File: src/rtl/muldiv_unit_if.sv
// Issue/result bundle between the execute-stage controller and the multiply/divide unit.
// The controller uses the master modport; the unit owns HI/LO and drives them back.
interface muldiv_unit_if #(
  parameter int WIDTH = 32
);
  logic             start;
  logic [1:0]       op;
  logic [WIDTH-1:0] a;
  logic [WIDTH-1:0] b;
  logic             hi_we;
  logic             lo_we;
  logic [WIDTH-1:0] wdata;
  logic [WIDTH-1:0] hi;
  logic [WIDTH-1:0] lo;
  logic             busy;
  logic             done;

  modport master (
    output start, op, a, b, hi_we, lo_we, wdata,
    input  hi, lo, busy, done
  );

  modport slave (
    input  start, op, a, b, hi_we, lo_we, wdata,
    output hi, lo, busy, done
  );
endinterface

File: src/rtl/muldiv_unit.sv
// Iterative MULT/MULTU/DIV/DIVU unit owning the architectural HI/LO registers.
// Each operation works on operand magnitudes for WIDTH cycles; signs are restored in FIX.
module muldiv_unit #(
  parameter int WIDTH = 32
) (
  input logic           clk,
  input logic           reset,
  muldiv_unit_if.slave  bus
);
  localparam int CW = $clog2(WIDTH + 1);
  localparam logic [CW-1:0] LAST = CW'(WIDTH - 1);

  typedef enum logic [1:0] {IDLE, RUN, FIX} state_t;

  state_t state, state_next;

  logic             busy, load, step, commit;
  logic [1:0]       op_q;
  logic [WIDTH-1:0] a_q, m_q;
  logic [2*WIDTH-1:0] acc;
  logic [CW-1:0]    cnt;
  logic             neg_res, neg_rem, div_zero;
  logic [WIDTH-1:0] hi_q, lo_q;
  logic             done_q;

  logic             is_signed, is_div;
  logic [WIDTH-1:0] abs_a, abs_b;
  logic [WIDTH:0]   mul_sum, div_shift, div_diff;
  logic [2*WIDTH-1:0] mul_next, div_next, prod;
  logic [WIDTH-1:0] quot, rem, res_hi, res_lo;

  // State register
  always_ff @(posedge clk) begin
    if (reset) state <= IDLE;
    else       state <= state_next;
  end

  // Next-state logic
  always_comb begin
    state_next = state;
    unique case (state)
      IDLE:    if (bus.start) state_next = RUN;
      RUN:     if (cnt == LAST) state_next = FIX;
      FIX:     state_next = IDLE;
      default: state_next = IDLE;
    endcase
  end

  // Output / control decode
  always_comb begin
    busy   = 1'b0;
    load   = 1'b0;
    step   = 1'b0;
    commit = 1'b0;
    unique case (state)
      IDLE:    load = bus.start;
      RUN:     begin busy = 1'b1; step = 1'b1; end
      FIX:     begin busy = 1'b1; commit = 1'b1; end
      default: ;
    endcase
  end

  // Operand magnitudes for the signed ops; unsigned ops pass through untouched
  always_comb begin
    is_signed = ~bus.op[0];
    is_div    = bus.op[1];
    abs_a     = (is_signed && bus.a[WIDTH-1]) ? -bus.a : bus.a;
    abs_b     = (is_signed && bus.b[WIDTH-1]) ? -bus.b : bus.b;
  end

  // acc upper half is the partial product / remainder, lower half the multiplier / dividend
  always_comb begin
    mul_sum   = {1'b0, acc[2*WIDTH-1:WIDTH]} + (acc[0] ? {1'b0, m_q} : '0);
    mul_next  = {mul_sum, acc[WIDTH-1:1]};
    div_shift = {acc[2*WIDTH-1:WIDTH], acc[WIDTH-1]};
    div_diff  = div_shift - {1'b0, m_q};
    if (div_diff[WIDTH]) div_next = {div_shift[WIDTH-1:0], acc[WIDTH-2:0], 1'b0};
    else                 div_next = {div_diff[WIDTH-1:0], acc[WIDTH-2:0], 1'b1};
  end

  // Final sign fix-up and divide-by-zero override
  always_comb begin
    prod   = neg_res ? -acc : acc;
    quot   = neg_res ? -acc[WIDTH-1:0] : acc[WIDTH-1:0];
    rem    = neg_rem ? -acc[2*WIDTH-1:WIDTH] : acc[2*WIDTH-1:WIDTH];
    res_hi = prod[2*WIDTH-1:WIDTH];
    res_lo = prod[WIDTH-1:0];
    if (op_q[1]) begin
      if (div_zero) begin
        res_hi = a_q;
        res_lo = '1;
      end else begin
        res_hi = rem;
        res_lo = quot;
      end
    end
  end

  always_ff @(posedge clk) begin
    if (reset) begin
      op_q     <= '0;
      a_q      <= '0;
      m_q      <= '0;
      acc      <= '0;
      cnt      <= '0;
      neg_res  <= 1'b0;
      neg_rem  <= 1'b0;
      div_zero <= 1'b0;
      hi_q     <= '0;
      lo_q     <= '0;
      done_q   <= 1'b0;
    end else begin
      done_q <= commit;
      if (load) begin
        op_q     <= bus.op;
        a_q      <= bus.a;
        m_q      <= is_div ? abs_b : abs_a;
        acc      <= {{WIDTH{1'b0}}, (is_div ? abs_a : abs_b)};
        cnt      <= '0;
        neg_res  <= is_signed && (bus.a[WIDTH-1] ^ bus.b[WIDTH-1]);
        neg_rem  <= is_signed && bus.a[WIDTH-1];
        div_zero <= is_div && (bus.b == '0);
      end else if (step) begin
        cnt <= cnt + 1'b1;
        acc <= op_q[1] ? div_next : mul_next;
      end
      // MTHI/MTLO only land while idle; an operation result always wins at FIX
      if (commit) begin
        hi_q <= res_hi;
        lo_q <= res_lo;
      end else if (!busy) begin
        if (bus.hi_we) hi_q <= bus.wdata;
        if (bus.lo_we) lo_q <= bus.wdata;
      end
    end
  end

  assign bus.hi   = hi_q;
  assign bus.lo   = lo_q;
  assign bus.busy = busy;
  assign bus.done = done_q;
endmodule

File: src/flat_wrapper.sv
// flat-port wrapper written by rule: the top's interface ports become plain ports
module muldiv_unit_flat 
#(
  parameter int WIDTH = 32
)
  (clk, reset, bus_start, bus_op, bus_a, bus_b, bus_hi_we, bus_lo_we, bus_wdata, bus_hi, bus_lo, bus_busy, bus_done);
  muldiv_unit_if #(.WIDTH(WIDTH)) bus_i ();
  input logic clk;
  input logic reset;
  input wire logic [$bits(bus_i.start)-1:0] bus_start;
  input wire logic [$bits(bus_i.op)-1:0] bus_op;
  input wire logic [$bits(bus_i.a)-1:0] bus_a;
  input wire logic [$bits(bus_i.b)-1:0] bus_b;
  input wire logic [$bits(bus_i.hi_we)-1:0] bus_hi_we;
  input wire logic [$bits(bus_i.lo_we)-1:0] bus_lo_we;
  input wire logic [$bits(bus_i.wdata)-1:0] bus_wdata;
  output wire logic [$bits(bus_i.hi)-1:0] bus_hi;
  output wire logic [$bits(bus_i.lo)-1:0] bus_lo;
  output wire logic [$bits(bus_i.busy)-1:0] bus_busy;
  output wire logic [$bits(bus_i.done)-1:0] bus_done;
  assign bus_i.start = bus_start;
  assign bus_i.op = bus_op;
  assign bus_i.a = bus_a;
  assign bus_i.b = bus_b;
  assign bus_i.hi_we = bus_hi_we;
  assign bus_i.lo_we = bus_lo_we;
  assign bus_i.wdata = bus_wdata;
  assign bus_hi = bus_i.hi;
  assign bus_lo = bus_i.lo;
  assign bus_busy = bus_i.busy;
  assign bus_done = bus_i.done;
  muldiv_unit #(.WIDTH(WIDTH)) u_core (.clk(clk), .reset(reset), .bus(bus_i));
endmodule
File: config.mk
export PLATFORM = sky130hd
export DESIGN_NAME = muldiv_unit_flat
export DESIGN_NICKNAME = d
export VERILOG_FILES = /design/src/rtl/muldiv_unit_if.sv /design/src/rtl/muldiv_unit.sv /design/src/flat_wrapper.sv
export SDC_FILE = /design/constraint.sdc
export NUM_CORES = 1
export LEC_CHECK = 0
export CAP_MARGIN = 25
export CELL_PAD_IN_SITES_DETAIL_PLACEMENT = 0
export CELL_PAD_IN_SITES_GLOBAL_PLACEMENT = 1
export CORE_MARGIN = 1
export CORE_UTILIZATION = 46
export DETAILED_ROUTE_END_ITERATION = 7
export PLACE_DENSITY_LB_ADDON = 0.08
export SYNTH_ARGS = -nofsm -noshare
export SYNTH_HDL_FRONTEND = slang
export SYNTH_SLANG_ARGS = --single-unit
File: constraint.sdc
create_clock -name clk -period 9.8 [get_ports clk]
set_clock_uncertainty 0.05 [all_clocks]
set_input_delay 2.45 -clock clk [delete_from_list [all_inputs] [get_ports clk]]
set_output_delay 2.45 -clock clk [all_outputs]
set_load 0.1 [all_outputs]
==> results of run 1 <==
-- Yosys cell counts (22+ instances only) --
| master | instances |
|---|---|
| nand2_1 | 296 |
| a21oi_1 | 283 |
| nor2_1 | 207 |
| dfxtp_1 | 205 |
| clkbuf_1 | 146 |
| o21ai_0 | 139 |
| xnor2_1 | 106 |
| xor2_1 | 94 |
| ha_1 | 74 |
| inv_1 | 65 |
| o211ai_1 | 65 |
| mux2i_1 | 61 |
| a211oi_1 | 46 |
| o221ai_1 | 42 |
| nor3_1 | 32 |
| a21o_1 | 30 |
| o31ai_1 | 30 |
| or3_1 | 25 |
| buf_1 | 22 |
-- state kept, by name, indices dropped and copies added (netlist names) --
register and flops:
u_core.acc 64, u_core.a_q 32, u_core.bus.hi 32, u_core.bus.lo 32, u_core.m_q 32, u_core.cnt 6, u_core.state 2, u_core.bus.done 1
u_core.div_zero 1, u_core.neg_rem 1, u_core.neg_res 1, u_core.op_q 1
-- area by class of cell --
type,instances,area (µm²),area share
repair buffers,191,1850,0.0955
inverters,67,251,0.0130
flip-flops and latches,205,4110,0.212
clock inverters,8,108,0.00556
diodes,2,5.00,0.000259
clock buffers,38,797,0.0412
multi-input cells,1841,11700,0.602
well taps,461,577,0.0298
-- worst max-delay path, delay by kind of cell --
family / cells / cell delay, ns
adders and majority gates: 1 / 0.16
AOI/OAI and AO/OA: 2 / 0.32
and+or+nand+nor: 6 / 2.04
buffers and inverters: 2 / 0.59
xor gates and xnor gates: 1 / 0.19
-- power breakdown --
part | internal, mW | total [mW] | switching [mW]
clock network | 0.615 | 1.02 | 0.404
logic | 0.468 | 1.36 | 0.896
registers | 0.911 | 1.04 | 0.126
-- worst max-delay path by stage --
stage | from | to | slack [ns] | cells after the start
global route | bus_b[0] | u_core.m_q[28] | 4.14 | 12
CTS | bus_b[0] | u_core.m_q[28] | 4.53 | 12
detailed placement | bus_b[0] | u_core.m_q[28] | 3.95 | 12
finish | bus_b[0] | u_core.m_q[28] | 4.43 | 12
global placement | bus_b[0] | u_core.m_q[28] | 3.97 | 12
floorplan | bus_b[12] | u_core.acc[31] | 5.02 | 7
-- logic make-up (layout without fill, tap and decap cells) --
group | Yosys count | after routing
XOR/XNOR | 200 | 200
other | 0 | 2
adder cells (fa/ha/maj) | 76 | 76
buffers and inverters | 242 | 304
multiplexers | 72 | 72
AND/OR/NAND/NOR | 725 | 725
flip-flops | 205 | 205
AO/OA/AOI/OAI | 768 | 768
-- routing by layer --
layer  up-vias  global-route usage  routed length [µm]
li1       8355                   -                   -
met1      8530               0.520               30500
met2       934               0.548               28800
met3       143              0.0678                7040
met4         2               0.143                2970
met5         -                   0                  13
==> summary.txt, run 1 <==
Logic synthesis
  – Post-synthesis xor/xnor area fraction: 0.105
  – Area leader, netlist: dfxtp_1
  – Mapped Area: 0.0167 mm²
  – Synth area leaders: dfxtp_1 25%, a21oi_1 8.5%, nand2_1 6.7%
  – Cells after Synth: 2,288
  – Largest family of logic cells by synthesized area: compound AO/OA/AOI/OAI gates
  – Flops & latches, synth: 205
  – Primary FF master, synth: dfxtp_1
  – Syn Area/Cell: 7.28 µm²
  – Adder-Cell Fraction of Synth Area: 0.0580
  – Net Count, Synth: 2,467
  – Mux share of post-synthesis cell area: 0.0441
  – Synth Warn #: 0
  – Area share of the largest cell type after synthesis: 0.246
  – Netlist cell types: 82
  – Sequential element share of the synthesized area: 0.246
  – Post-synth EDFFs: 0
  – Async SR Flop Fraction: 0
  – Post-synthesis simple-gate area fraction: 0.198
  – Synth Area in Compound Gates: 0.293

Flow run
  – Max-Cap Viols: 0

STA
  – Max-slew violation count: 0
  – Final Hold Fails: 0
  – Setup ws final: 4.43 ns
  – Min cycle time layout: 5.37 ns
  – Worst hold slack: 0.403 ns
  – Setup violations, final: 0
  – Final setup TNS: 0 ns
  – Unrepaired setup endpoints after global routing: false
  – Period Utilization, post-route: 0.548
  – Worst-Margin Slew: 1.07 ns
  – Max_slew headroom: 0.288
  – Max Freq: 0.186 GHz

Hold path
  – Hold Path Origin: u_core.bus.lo[15]
  – Worst Hold Class: register to register
  – Hold EP: u_core.bus.lo[15]
  – WHS Path Cells: 2

Pwr
  – Worst VDD drop: 0.000183 V
  – Power density of the placed cells: 177 mW/mm²
  – Pleak: 7.34 nW
  – Power Total: 3.42 mW

Finish
  – Area Growth Syn to Fin: 16.1%
  – Design area: 0.0193 mm²
  – Commonest non-fill, non-tap cells in the layout: 295 x nand2_1, 283 x a21oi_1, 206 x nor2_1
  – # fillers: 3,561
  – Commonest non-fill, non-tap cell in the layout: nand2_1
  – Layout cells sized above 1: 0.0502
  – Final Util: 0.544
  – Layout Nets: 2,511
  – Non-filler cells, final: 2,813

Floorplanning
  – Die height: 192 µm
  – Die W: 192 µm
  – Cell row count: 69
  – Total core area: 0.0356 mm²
  – Full die area: 0.0370 mm²
  – IO Pins: 169
  – Initial Utilization: 0.469

Drt
  – Routed via count: 18.0k
  – Drc violations: 0
  – Remaining antenna violation count: 0
  – Routed WL: 69.4 mm
  – Routed length per placed instance: 24.7 µm
  – Via/cell ratio: 6.39
  – Initial DRC count: 1,947
  – DRT Pass-1 Iters: 6

Setup path
  – Slowest stage delay, CP: 0.66 ns
  – Worst r2r dst: u_core.acc[61]
  – Worst Reg-to-Reg Cells: 13
  – Worst setup path class: input port to register
  – CP Cell Sequence: clkdlybuf4s50_1, inv_1, ha_1, nor3b_1, nor3b_1, and3b_1, nand2_1, nor2_1, a21oi_1, xor2_1, or2_2, a32o_1
  – Data required, critical path: 10.20 ns
  – Critical Path End Type: register
  – Worst EP arrival: 5.77 ns
  – Flop2flop setup slack: 5.08 ns
  – Startpoint of the worst register-to-register path: u_core.acc[0]
  – CP max stage cell: nor3b_1
  – CP Launch Type: input port
  – CP most frequent cell: nor3b_1
  – Crit Path Max Fanout: 5

Clock network
  – Post-CTS Setup Bufs: 0
  – Worst-skew pair later-pin latency: 0.56 ns
  – Clk buf depth: 3
  – Post-CTS resize count: 0
  – Num Clock Sinks: 205
  – CTS Buf Count: 26
  – Reg clk slew, reported paths: 0.07 ns
  – Root Buffer: clkbuf_16
  – CTS hold repair buffers: 0
  – CTS tree: built
  – H-tree levels: 1

Placement
  – Placed instance area: 0.0184 mm²
  – Post-DP HPWL: 52.7 mm
  – GP Congestion: 0.984
  – Number of port buffers: 168
  – Setup WS pre-CTS: 3.95 ns
  – Placed instance count: 2,764

Global route
  – Overall global routing resource usage: 0.368
  – Global route total overflow: 0
  – Initial antenna violation count: 3
  – Vias in the first global route: 16.2k
  – Global-route wire length before repair: 102 mm
  – Largest net degree at the start of global routing: 89

Run status
  – Status: complete, no violations
Note: power is estimated with default switching activity, not from simulation.
==> inputs of run 2 (changes only) <==
--- a/config.mk
+++ b/config.mk
@@ -9,7 +9,7 @@
 export CELL_PAD_IN_SITES_DETAIL_PLACEMENT = 0
 export CELL_PAD_IN_SITES_GLOBAL_PLACEMENT = 1
 export CORE_MARGIN = 1
-export CORE_UTILIZATION = 46
+export CORE_UTILIZATION = 43
 export DETAILED_ROUTE_END_ITERATION = 7
 export PLACE_DENSITY_LB_ADDON = 0.08
 export SYNTH_ARGS = -nofsm -noshare
==> constraint.sdc (replaced) <==
create_clock -name clk -period 5.1 [get_ports clk]
set_clock_uncertainty 0.05 [all_clocks]
set_input_delay 1.275 -clock clk [delete_from_list [all_inputs] [get_ports clk]]
set_output_delay 1.275 -clock clk [all_outputs]
set_load 0.1 [all_outputs]
==> run 2 against run 1 <==
Net effect:
- register-to-register slack got worse by 4.2 ns
- final area rose by 1.2%
- routed wire length fell by 5.1%
- non-clock buffer count rose by 16
==> summary.txt, run 2 (synthesis gave the netlist of run 1 again) <==
Run status
  – Status: complete, no violations (unchanged)

Clock network
  – Root Buffer: clkbuf_16 (unchanged)
  – CTS Buf Count: 25 (was 26)
  – Post-CTS resize count: 0 (unchanged)
  – CTS tree: built (unchanged)
  – Num Clock Sinks: 205 (unchanged)
  – Worst-skew pair later-pin latency: 0.56 ns (about the same)
  – Clk buf depth: 3 (unchanged)
  – Reg clk slew, reported paths: 0.06 ns (was 0.07 ns)
  – H-tree levels: 1 (unchanged)
  – CTS hold repair buffers: 0 (unchanged)
  – Post-CTS Setup Bufs: 0 (unchanged)

Setup path
  – Data required, critical path: 5.43 ns (was 10.20 ns)
  – CP Cell Sequence: inv_1, ha_1, fa_1, nor2b_1, o31a_1, o2111ai_1, a31o_2, o21ai_0, nand3_2, buf_4, mux2_2, a21oi_1, a21oi_1 (was clkdlybuf4s50_1, inv_1, ha_1, nor3b_1, nor3b_1, and3b_1, nand2_1, nor2_1, a21oi_1, xor2_1, or2_2, a32o_1)
  – CP max stage cell: nand3_2 (was nor3b_1)
  – CP most frequent cell: a21oi_1 (was nor3b_1)
  – Critical Path End Type: register (unchanged)
  – Crit Path Max Fanout: 24 (was 5)
  – Worst EP arrival: 4.59 ns (was 5.77 ns)
  – Slowest stage delay, CP: 0.54 ns (was 0.66 ns)
  – CP Launch Type: register (was input port)
  – Worst setup path class: register to register (was input port to register)

STA
  – Final Hold Fails: 0 (unchanged)
  – Final setup TNS: 0 ns (unchanged)
  – Worst-Margin Slew: 0.998 ns (was 1.07 ns)
  – Max Freq: 0.235 GHz
  – Min cycle time layout: 4.26 ns
  – Setup violations, final: 0 (unchanged)
  – Period Utilization, post-route: 0.835
  – Setup ws final: 0.842 ns (was 4.43 ns)
  – Max-slew violation count: 0 (unchanged)
  – Max_slew headroom: 0.333 (was 0.288)
  – Unrepaired setup endpoints after global routing: false (unchanged)
  – Worst hold slack: 0.401 ns (was 0.403 ns)

Finish
  – Multi-input logic area: 0.0117 mm² (about the same)
  – Non-filler cells, final: 2,877 (was 2,813)
  – Register area: 0.00411 mm² (unchanged)
  – Area Growth Syn to Fin: 17.4% (was 16.1%)
  – Reg with most FFs: u_core.acc (unchanged)
  – Commonest non-fill, non-tap cells in the layout: 295 x nand2_1, 283 x a21oi_1, 206 x nor2_1 (unchanged)
  – Commonest non-fill, non-tap cell in the layout: nand2_1 (unchanged)
  – Ant diodes: 0 (was 2)
  – # fillers: 3,797 (was 3,561)
  – Layout cells sized above 1: 0.0575 (was 0.0502)
  – Max reg flops: 64 (unchanged)
  – Layout Nets: 2,526 (was 2,511)

Floorplanning
  – Cell row count: 71 (was 69)
  – Full die area: 0.0395 mm² (was 0.0370 mm²)
  – Initial Utilization: 0.439 (was 0.469)
  – IO Pins: 169 (unchanged)
  – Die height: 199 µm (was 192 µm)
  – Die W: 199 µm (was 192 µm)
  – Total core area: 0.0379 mm² (was 0.0356 mm²)

Global route
  – Global route total overflow: 0 (unchanged)
  – Met1 Use GR: 0.469 (was 0.520)
  – Largest net degree at the start of global routing: 148 (was 89)
  – Initial antenna violation count: 0 (was 3)
  – GR met2 Demand/Resource: 0.501 (was 0.548)
  – Vias in the first global route: 16.1k (was 16.2k)
  – GR peak layer: met2 (unchanged)
  – Global-route wire length before repair: 98.2 mm (was 102 mm)
  – Met3 Track Usage GR: 0.0465 (was 0.0678)
  – Overall global routing resource usage: 0.326 (was 0.368)

Drt
  – Initial DRC count: 1,765 (was 1,947)
  – Via/cell ratio: 6.16 (was 6.39)
  – Remaining antenna violation count: 0 (unchanged)
  – Routed via count: 17.7k (was 18.0k)
  – Drc violations: 0 (unchanged)
  – DRT Pass-1 Iters: 6 (unchanged)
  – Routed WL: 65.8 mm (was 69.4 mm)
  – Routed length per placed instance: 22.9 µm (was 24.7 µm)

Hold path
  – Worst Hold Class: register to register (unchanged)

Pwr
  – Internal power: 3.89 mW (was 1.99 mW)
  – Combinational group share of total power: 0.395 (was 0.399)
  – Sequential Power Share: 0.300 (was 0.303)
  – Clk pwr share: 0.304 (was 0.298)
  – Switch Pwr: 2.68 mW (was 1.43 mW)
  – Worst VDD drop: 0.000237 V (was 0.000183 V)
  – Pleak: 7.44 nW (was 7.34 nW)
  – Sw Share: 0.408 (was 0.417)
  – Power density of the placed cells: 335 mW/mm² (was 177 mW/mm²)

Placement
  – Setup WS pre-CTS: 0.552 ns (was 3.95 ns)
  – Number of port buffers: 168 (unchanged)
  – GP Congestion: 0.956 (was 0.984)
  – Post-DP HPWL: 50.0 mm (was 52.7 mm)
  – Placed instance count: 2,830 (was 2,764)

Flow run
  – Max-Cap Viols: 0 (unchanged)
-- run 2: power groups by stage --
stage                     logic, mW  clock network, mW  registers (mW)
final                          2.60               2.00            1.97
after CTS                      2.56               2.01            1.96
after floorplan                1.57                  0            2.19
after detailed placement       2.55                  0            2.00
after global routing           2.80               2.07            1.98
after global placement         2.53                  0            1.99
-- run 2: area by class of cell --
cell class	instances	area share
inverters	67	0.0128
repair buffers	207	0.102
flip-flops and latches	205	0.210
well taps	511	0.0327
multi-input cells	1841	0.596
clock inverters	15	0.0111
clock buffers	31	0.0357
-- run 2: worst max-delay path, delay by kind of cell, from the launching register on --
family / cells / cell delay, ns
AO/OA/AOI/OAI: 6 / 1.29
AND/OR/NAND/NOR: 2 / 0.71
flip-flops: 1 / 0.51
buffers and inverters: 2 / 0.57
adder cells (fa/ha/maj): 2 / 0.66
multiplexers: 1 / 0.29
-- run 2: worst paths after layout --
path / start / endpoint / depth (start not counted) / slack [ns]
worst max-delay path: u_core.acc[31] / u_core.acc[38] / 13 / 0.84
worst min-delay path: u_core.bus.lo[4] / u_core.bus.lo[4] / 2 / 0.40
worst max register to register: u_core.acc[31] / u_core.acc[38] / 13 / 0.84
worst min register to register: u_core.bus.lo[4] / u_core.bus.lo[4] / 2 / 0.40
-- run 2: routing by layer --
layer	wire length, µm	up-vias
li1	-	8398
met1	29600	8437
met2	28400	803
met3	5820	97
met4	1920	0
met5	0	-
-- run 2: stage by stage --
stage	cell area [µm²]	total power [mW]	utilization
2_1_floorplan	16700	3.77	-
3_5_place_dp	18600	4.55	0.491
3_3_place_gp	18600	4.52	0.491
5_1_grt	19600	6.85	0.516
6_report	19600	6.56	0.516
4_1_cts	19500	6.54	0.515
==> inputs of run 3 (changes only) <==
--- a/config.mk
+++ b/config.mk
@@ -9,7 +9,7 @@
 export CELL_PAD_IN_SITES_DETAIL_PLACEMENT = 0
 export CELL_PAD_IN_SITES_GLOBAL_PLACEMENT = 1
 export CORE_MARGIN = 1
-export CORE_UTILIZATION = 43
+export CORE_UTILIZATION = 39
 export DETAILED_ROUTE_END_ITERATION = 7
 export PLACE_DENSITY_LB_ADDON = 0.08
 export SYNTH_ARGS = -nofsm -noshare
==> constraint.sdc (replaced) <==
create_clock -name clk -period 3.7 [get_ports clk]
set_clock_uncertainty 0.05 [all_clocks]
set_input_delay 0.925 -clock clk [delete_from_list [all_inputs] [get_ports clk]]
set_output_delay 0.925 -clock clk [all_outputs]
set_load 0.1 [all_outputs]
==> run 3 against run 2 <==
Net effect:
- flip-flop and latch count unchanged
- cell count grew 6.0%
- die area is 10% higher
- critical endpoint unchanged
- largest cell class unchanged
- largest power group unchanged
==> summary.txt, run 3 (synthesis gave the netlist of run 1 again) <==
Global route
  – Global-route wire length before repair: 106 mm (was 98.2 mm)
  – Largest net degree at the start of global routing: 81 (was 148)
  – Overall global routing resource usage: 0.317 (was 0.326)
  – Initial antenna violation count: 3 (was 0)
  – Vias in the first global route: 16.9k (was 16.1k)
  – Global route total overflow: 0 (unchanged)

Setup path
  – CP Launch Type: register (unchanged)
  – Worst setup startpoint: u_core.acc[31] (unchanged)
  – Crit Path Max Fanout: 30 (was 24)
  – Worst EP arrival: 3.91 ns (was 4.59 ns)
  – Critical Path End Type: register (unchanged)
  – Startpoint of the worst register-to-register path: u_core.acc[31] (unchanged)
  – Worst setup path class: register to register (unchanged)
  – Data required, critical path: 4.07 ns (was 5.43 ns)

Finish
  – Area Growth Syn to Fin: 23.4% (was 17.4%)
  – Max reg flops: 64 (unchanged)
  – Commonest non-fill, non-tap cells in the layout: 295 x nand2_1, 283 x a21oi_1, 224 x buf_4 (was 295 x nand2_1, 283 x a21oi_1, 206 x nor2_1)
  – Reg with most FFs: u_core.acc (unchanged)
  – Non-filler cells, final: 3,051 (was 2,877)
  – Layout cells sized above 1: 0.131 (was 0.0575)
  – Commonest non-fill, non-tap cell in the layout: nand2_1 (unchanged)
  – Ant diodes: 0 (unchanged)
  – Final Util: 0.489 (was 0.516)
  – # fillers: 4,257 (was 3,797)
  – Layout Nets: 2,672 (was 2,526)

Clock network
  – Clk buf depth: 3 (unchanged)
  – CTS Buf Count: 26 (was 25)
  – Post-CTS Setup Bufs: 0 (unchanged)
  – Num Clock Sinks: 205 (unchanged)
  – CTS tree: built (unchanged)
  – Reg clk slew, reported paths: 0.06 ns (about the same)
  – Root Buffer: clkbuf_16 (unchanged)
  – H-tree levels: 1 (unchanged)
  – Worst-skew pair later-pin latency: 0.57 ns (was 0.56 ns)

STA
  – Max Freq: 0.282 GHz (was 0.235 GHz)
  – Period Utilization, post-route: 0.957 (was 0.835)
  – Max_slew headroom: 0.342 (was 0.333)
  – Final Hold Fails: 0 (unchanged)
  – Setup violations, final: 0 (unchanged)
  – Max-slew violation count: 0 (unchanged)
  – Unrepaired setup endpoints after global routing: true (was false)
  – Worst-Margin Slew: 0.984 ns (was 0.998 ns)
  – Min cycle time layout: 3.54 ns (was 4.26 ns)

Pwr
  – Switch Pwr: 3.83 mW (was 2.68 mW)
  – Pleak: 8.23 nW (was 7.44 nW)
  – Power density of the placed cells: 444 mW/mm² (was 335 mW/mm²)
  – Internal power: 5.31 mW (was 3.89 mW)
  – Clk pwr share: 0.280 (was 0.304)
  – Worst VDD drop: 0.000392 V (was 0.000237 V)
  – Combinational group share of total power: 0.429 (was 0.395)
  – Sequential Power Share: 0.290 (was 0.300)
  – Sw Share: 0.419 (was 0.408)

Placement
  – Post-DP HPWL: 55.5 mm (was 50.0 mm)
  – GP Congestion: 0.942 (was 0.956)
  – Placed instance count: 3,004 (was 2,830)
  – Number of port buffers: 168 (unchanged)

Floorplanning
  – Die height: 209 µm (was 199 µm)
  – IO Pins: 169 (unchanged)
  – Full die area: 0.0436 mm² (was 0.0395 mm²)
  – Initial Utilization: 0.396 (was 0.439)
  – Total core area: 0.0420 mm² (was 0.0379 mm²)
  – Die W: 209 µm (was 199 µm)
  – Cell row count: 75 (was 71)

Hold path
  – Hold Path Origin: u_core.bus.lo[25] (was u_core.bus.lo[4])
  – Worst Hold Class: register to register (unchanged)

Drt
  – Routed WL: 71.3 mm (was 65.8 mm)
  – Routed length per placed instance: 23.4 µm (was 22.9 µm)
  – Remaining antenna violation count: 0 (unchanged)
  – DRT Pass-1 Iters: 7 (was 6)
  – Routed via count: 18.1k (was 17.7k)
  – Drc violations: 0 (unchanged)
  – Initial DRC count: 1,594 (was 1,765)
  – Via/cell ratio: 5.94 (was 6.16)

Run status
  – Status: complete, no violations (unchanged)

Flow run
  – Max-Cap Viols: 0 (unchanged)
-- run 3: through the flow --
step | power [mW] | instance area, µm² | TNS [ns] | hold slack, ns | worst slack (ns)
6_report | 9.14 | 20600 | 0 | 0.399 | 0.159
5_1_grt | 9.55 | 20600 | -0.0591 | 0.417 | -0.0282
4_1_cts | 9.09 | 20500 | 0 | 0.402 | 0.0418
3_5_place_dp | 6.54 | 19700 | -0.927 | 0.394 | -0.191
3_3_place_gp | 6.52 | 19700 | -1.24 | 0.393 | -0.200
2_1_floorplan | 5.19 | 16700 | 0 | 0.382 | 0.337
-- run 3: timing repair --
action,CTS,global route
endpoints found under the setup margin,0,10
hold buffers,0,0
resized for setup,0,5
endpoints found under the hold margin,0,0
-- run 3: area by class of cell --
cell class,count,area [µm²],area share
clock inverter,15,144,0.00700
timing repair buffer,352,3010,0.146
clock buffer,32,693,0.0337
tap,539,674,0.0328
inverter,67,251,0.0122
sequential,205,4110,0.200
multi-input combinational,1841,11700,0.568
-- run 3: per-layer routing --
layer / wire length, µm / GRT usage / vias to the layer above / part of all wire
met2: 29600 / 0.468 / 691 / 0.42
met3: 5900 / 0.0727 / 118 / 0.083
met4: 2920 / 0.115 / 4 / 0.041
li1: - / - / 8680 / -
met5: 23 / 0 / - / 0.00032
met1: 32800 / 0.446 / 8627 / 0.46
-- run 3: worst max-delay path, cell delays in order (launching register included) --
cell	delay, ns
dfxtp_1	0.35
inv_1	0.10
ha_1	0.23
fa_1	0.41
nor2b_1	0.19
o31a_1	0.17
o2111ai_1	0.19
a31oi_1	0.49
a41oi_2	0.22
nand3_2	0.18
buf_12	0.20
mux2_2	0.36
a21oi_1	0.15
a21oi_1	0.07
-- run 3: final timing paths --
check | slack, ns | end | cells past startpoint
setup / recovery | 0.16 | u_core.acc[38] | 13
hold / removal | 0.40 | u_core.bus.lo[25] | 2
setup reg to reg | 0.16 | u_core.acc[38] | 13
hold reg to reg | 0.40 | u_core.bus.lo[25] | 2
-- run 3: power groups by stage --
stage | Sequential (mW) | Combinational [mW] | Clock [mW]
2_1_floorplan | 3.03 | 2.17 | 0
3_3_place_gp | 2.69 | 3.83 | 0
3_5_place_dp | 2.69 | 3.85 | 0
4_1_cts | 2.64 | 3.87 | 2.58
5_1_grt | 2.67 | 4.21 | 2.67
6_report | 2.65 | 3.92 | 2.56
